**config.mk**
```make
export PLATFORM = sky130hd
export DESIGN_NAME = mfhwt_iimg
export DESIGN_NICKNAME = d
export VERILOG_FILES = /design/src/rtl/mfhwt_iimg.sv
export SDC_FILE = /design/constraint.sdc
export NUM_CORES = 1
export LEC_CHECK = 0
export CORE_UTILIZATION = 28
export CTS_BUF_LIST = sky130_fd_sc_hd__clkbuf_4 sky130_fd_sc_hd__clkbuf_8 sky130_fd_sc_hd__clkbuf_16
export CTS_CLUSTER_SIZE = 8
export DETAILED_ROUTE_END_ITERATION = 16
export PLACE_DENSITY = 0.5
export REMOVE_ABC_BUFFERS = 1
export SLEW_MARGIN = 20
export SYNTH_ARGS = -nofsm -noshare
export SYNTH_HDL_FRONTEND = slang
export SYNTH_SLANG_ARGS = --single-unit
```
**constraint.sdc**
```tcl
create_clock -name iClk -period 14.7 [get_ports iClk]
set_input_delay 2.94 -clock iClk [delete_from_list [all_inputs] [get_ports iClk]]
set_output_delay 2.94 -clock iClk [all_outputs]
set_load 0.02 [all_outputs]
```
**src/rtl/mfhwt_iimg.sv**
```systemverilog
// Integral-image generator for the downsampled mfhwt pixel stream.
// A pixel accepted in cycle t produces its integral value in cycle t+2.
// All sums wrap modulo 2^II_W.
module mfhwt_iimg #(
    parameter int IMG_W = 40,
    parameter int IMG_H = 30,
    parameter int II_W  = 32
) (
    input  logic            iClk,
    input  logic            iReset,
    input  logic            iInput_ready,
    input  logic [15:0]     iData_in,
    input  logic            iSof,
    output logic            oOutput_ready,
    output logic [II_W-1:0] oData_out,
    output logic [9:0]      oCol,
    output logic [9:0]      oRow,
    output logic            oFrame_done
);

    localparam int DATA_W = 16;
    localparam int AW     = $clog2(IMG_W);
    localparam logic [9:0] COL_LAST = 10'(IMG_W - 1);
    localparam logic [9:0] ROW_LAST = 10'(IMG_H - 1);

    // Zero-extend or truncate a pixel to the integral width (truncation is
    // exact because every sum is taken modulo 2^II_W anyway).
    function automatic logic [II_W-1:0] fitPix(input logic [DATA_W-1:0] p);
        logic [II_W+DATA_W-1:0] ext;
        ext = {{II_W{1'b0}}, p};
        return ext[II_W-1:0];
    endfunction

    // Wrapping addition: no saturation, carry out is dropped.
    function automatic logic [II_W-1:0] addWrap(input logic [II_W-1:0] a,
                                                input logic [II_W-1:0] b);
        return a + b;
    endfunction

    logic [9:0]      colCnt, rowCnt;
    logic [II_W-1:0] rowSum;
    logic [9:0]      colCur, rowCur;
    logic [II_W-1:0] rsNext;
    logic            isLast;

    logic            vld_p0, last_p0;
    logic [II_W-1:0] rs_p0;
    logic [9:0]      col_p0, row_p0;

    logic [II_W-1:0] lineBuf [IMG_W];
    logic [II_W-1:0] lbRd_p1, ii_p1;

    // Stage 0 input side: position of the incoming pixel (iSof forces 0,0)
    // and its running row sum.
    always_comb begin
        colCur = iSof ? 10'd0 : colCnt;
        rowCur = iSof ? 10'd0 : rowCnt;
        rsNext = addWrap((colCur == 10'd0) ? '0 : rowSum, fitPix(iData_in));
        isLast = (rowCur == ROW_LAST) && (colCur == COL_LAST);
    end

    // Raster counters, row sum and stage-0 valid; reset wins over iSof/pixel.
    always_ff @(posedge iClk) begin
        if (iReset) begin
            colCnt  <= '0;
            rowCnt  <= '0;
            rowSum  <= '0;
            vld_p0  <= 1'b0;
            last_p0 <= 1'b0;
        end else begin
            vld_p0  <= iInput_ready;
            last_p0 <= iInput_ready && isLast;
            if (iInput_ready) begin
                rowSum <= rsNext;
                if (colCur == COL_LAST) begin
                    colCnt <= '0;
                    rowCnt <= (rowCur == ROW_LAST) ? 10'd0 : rowCur + 10'd1;
                end else begin
                    colCnt <= colCur + 10'd1;
                    rowCnt <= rowCur;
                end
            end else if (iSof) begin
                colCnt <= '0;
                rowCnt <= '0;
                rowSum <= '0;
            end
        end
    end

    // ---- stage 0 -> stage 1 boundary: row sum and position of the pixel
    // Stage-0 data capture, qualified only by the pixel strobe.
    always_ff @(posedge iClk) begin
        if (iInput_ready) begin
            rs_p0  <= rsNext;
            col_p0 <= colCur;
            row_p0 <= rowCur;
        end
    end

    // Stage 1: add the previous row's integral value from the line buffer.
    // The write for column c lands on the same edge that registers the
    // output, so any later pixel always reads the updated entry.
    always_comb begin
        lbRd_p1 = lineBuf[col_p0[AW-1:0]];
        ii_p1   = addWrap(rs_p0, (row_p0 == 10'd0) ? '0 : lbRd_p1);
    end

    // Line buffer update; contents are never cleared since row 0 ignores them.
    always_ff @(posedge iClk) begin
        if (vld_p0) begin
            lineBuf[col_p0[AW-1:0]] <= ii_p1;
        end
    end

    // ---- stage 1 -> output boundary: registered result, held while idle
    // Output registers; data and position only change with a valid result.
    always_ff @(posedge iClk) begin
        if (iReset) begin
            oOutput_ready <= 1'b0;
            oFrame_done   <= 1'b0;
            oData_out     <= '0;
            oCol          <= '0;
            oRow          <= '0;
        end else begin
            oOutput_ready <= vld_p0;
            oFrame_done   <= vld_p0 && last_p0;
            if (vld_p0) begin
                oData_out <= ii_p1;
                oCol      <= col_p0;
                oRow      <= row_p0;
            end
        end
    end

endmodule

```
==> key figures <==
Finish
  • Most common cell after layout, fill and taps aside: edfxtp_1
  • Post-layout util: 33.2%
  • Nets: 3193
  • Most frequent cells in the layout: edfxtp_1 (1332), mux4_2 (380), clkbuf_16 (201)
  • # fillers: 19300
  • Share of cells above drive strength 1: 26.7%
  • Ant. Diodes: 0
  • Syn-to-layout area delta: 17.9%
  • Fin cells: 5872

Setup path
  • CP Max Fanout: 76
  • Worst setup EP type: flop
  • R2R cell count: 18
  • Crit path DAT: 7870 ps
  • Crit-path max cell delay: 830 ps
  • Critical-path cell list: buf_12 -> mux4_2 -> mux4_2 -> nor2b_1 -> a211oi_1 -> a211o_1 -> inv_1 -> ha_1 -> a211oi_1 -> o21bai_1 -> o211a_1 -> a31oi_1 -> o21bai_1 -> a21boi_2 -> o21ai_1 -> a21oi_1 -> xnor2_2 -> buf_4
  • Crit. path cell count: 18
  • Setup crit start kind: flop
  • Worst path slowest cell: dfxtp_4
  • Buffers and inverters on the worst path: 3
  • CP delay by family, top: compound AO/OA/AOI/OAI gates
  • Critical path type: flop to flop
  • Critical path required time: 15220 ps

Clock network
  • H-tree depth: 4
  • CTS Buf Count: 198
  • CTS Hold Bufs: 0
  • Clock buffer depth: 3
  • Root buf cell: clkbuf_16
  • Worst-Skew Late Latency: 790 ps
  • Clock-pin slew on the worst setup and hold paths: 60 ps
  • Post-CTS Resized: 0
  • Sinks on Clock Net: 1446
  • TritonCTS clock tree: yes
  • Setup Buffers After CTS: 0

Drt
  • Initial DRC count: 2101
  • Initial DRT Pass Iterations: 5
  • Routed WL: 142000 µm
  • DRC viols: 0
  • Final ANT Viol Nets: 0
  • Post-DR vias/cell: 4.82
  • DR vias: 28300
  • Routed wire per std cell: 24.2 µm

Floorplanning
  • Initial Utilization: 28.2%
  • Die height: 456 µm
  • Area of the core: 205000 µm²
  • Die Area: 208000 µm²
  • Ports: 74
  • Die width: 456 µm
  • Rows: 166

Synth
  • Asr flop ratio synth: 0%
  • Synth top area share: 69.3%
  • Post-synth EDFFs: 1332
  • Synth Area per Inst: 19.9 µm²
  • Synth area leaders: edfxtp_1 (69%), mux4_2 (15%), dfxtp_1 (4.0%)
  • Warnings from Yosys: 0
  • Ys flop type: edfxtp_1
  • Mapped Cells: 2897
  • Yosys reg bits: 1446
  • Seq/Total Area, Yosys: 73.2%
  • Yosys top cell by area: edfxtp_1
  • Synth Cell Area: 57700 µm²
  • Synth cell types: 75

Run
  • Max Cap Viol: 0

STA
  • Highest Clock Rate: 0.136 GHz
  • Final hold violation count: 0
  • Tmin final: 7340 ps
  • Final worst-path cycle share: 50.0%
  • Worst rel slew slack: 33.1%
  • Clk_skew: 29.1 ps
  • Worst-margin pin slew: 1000 ps
  • Unrepaired setup endpoints after global routing: false
  • Slew Limit Fails: 0
  • Min Hold Slack: 467 ps
  • Final setup TNS: 0 ps
  • Final setup violating endpoints: 0

Pwr
  • Leakage: 21.1 nW
  • P per Cell Area: 148 nW/µm²
  • PnR Total Power: 10.1 mW
  • Maximum VDD drop: 117 µV

Run status
  • Status: finished, final reports clean

Hold path
  • Hold Path Origin: rowSum[0]$_SDFFE_PP0P_
  • Hold Path Class: flop to flop
  • Hold Crit Depth: 1

Global route
  • First-pass GRT wire length: 208000 µm
  • Pin count of the biggest net entering global routing: 103
  • Gr usage total: 13.6%
  • Antenna violations before repair: 0
  • Vias in the first global route: 29600
  • Total gr overflow: 0

Placement
  • Placed Cells: 5607
  • DP HPWL: 79100 µm
  • Port buffer count: 73
  • Final GP Congestion: 0.801
## where the power goes
group	switching (mW)	internal (mW)	total [mW]
registers	0.0324	4.91	4.95
clock network	1.63	2.53	4.16
logic	0.685	0.306	0.991
total	2.34	7.75	10.1
## routing by layer
layer / vias to the layer above / routed length, µm / GRT usage (%)
met2: 541 / 70900 / 22.8
met3: 219 / 5120 / 2.02
li1: 12300 / - / -
met5: - / 0 / 0
met1: 15200 / 63000 / 18.3
met4: 0 / 3070 / 3.73
## final cells by class
class | instances | area, µm² | area share, %
Clock buffer | 254 | 5430 | 7.98
Clock inverter | 10 | 126 | 0.186
Inverter | 24 | 90.1 | 0.132
Multi-Input combinational cell | 1279 | 15200 | 22.3
Sequential cell | 1446 | 42300 | 62.2
Tap cell | 2688 | 3360 | 4.94
Timing Repair Buffer | 171 | 1540 | 2.27
## synthesized netlist by cell type (4+ instances only)
master,n
nor3b_1,4
a22o_1,18
a211o_1,4
a211oi_1,69
nand3_1,19
edfxtp_1,1332
buf_2,33
clkbuf_1,73
o21ai_0,37
ha_1,51
or3_1,13
nor4_1,4
xor2_1,21
inv_1,22
mux2_2,7
buf_4,9
and3_1,12
a31oi_1,10
a21oi_1,52
nand2_1,79
and4_1,6
o21a_1,6
o21bai_1,8
nor3_1,23
a21o_1,21
and2_1,21
nand4_1,9
nand2b_1,10
mux4_2,380
buf_1,27
nor2_1,153
buf_6,6
xnor2_1,43
o21ai_1,6
dfxtp_1,114
a41oi_1,5
nor2b_1,53
mux2i_1,76
o31ai_1,4
## per-stage QoR
step,worst slack [ps],instance area [µm²]
6_report,7360,68100
5_1_grt,6950,68100
4_1_cts,7290,68000
3_5_place_dp,6890,62500
3_3_place_gp,6890,62500
2_1_floorplan,-3320,57000
## path summary, 6_finish.rpt
path / slack, ps / endpoint
max: 7360 / lineBuf[0][29]$_DFFE_PP_
min: 470 / rowSum[0]$_SDFFE_PP0P_
max reg2reg: 7360 / lineBuf[0][29]$_DFFE_PP_
min reg2reg: 470 / rowSum[0]$_SDFFE_PP0P_
## registers in the layout, indices dropped and copies added, names as in the netlist, named ones only
register,flops
oOutput_ready,1
oData_out,32
oFrame_done,1
vld_p0,1
oCol,10
col_p0,10
lineBuf,1280
rs_p0,32
last_p0,1
colCnt,10
rowCnt,10
oRow,10
rowSum,32
row_p0,10
## cells by family after synthesis
group / after synthesis / synth area share, %
muxes: 463 / 16.3
xor gates and xnor gates: 65 / 0.999
buffers and inverters: 172 / 1.33
DFF: 1446 / 73.2
and+or+nand+nor: 421 / 3.56
AOI/OAI and AO/OA: 277 / 3.41
adders and majority gates: 53 / 1.17
Note: power is estimated with default switching activity, not from simulation.
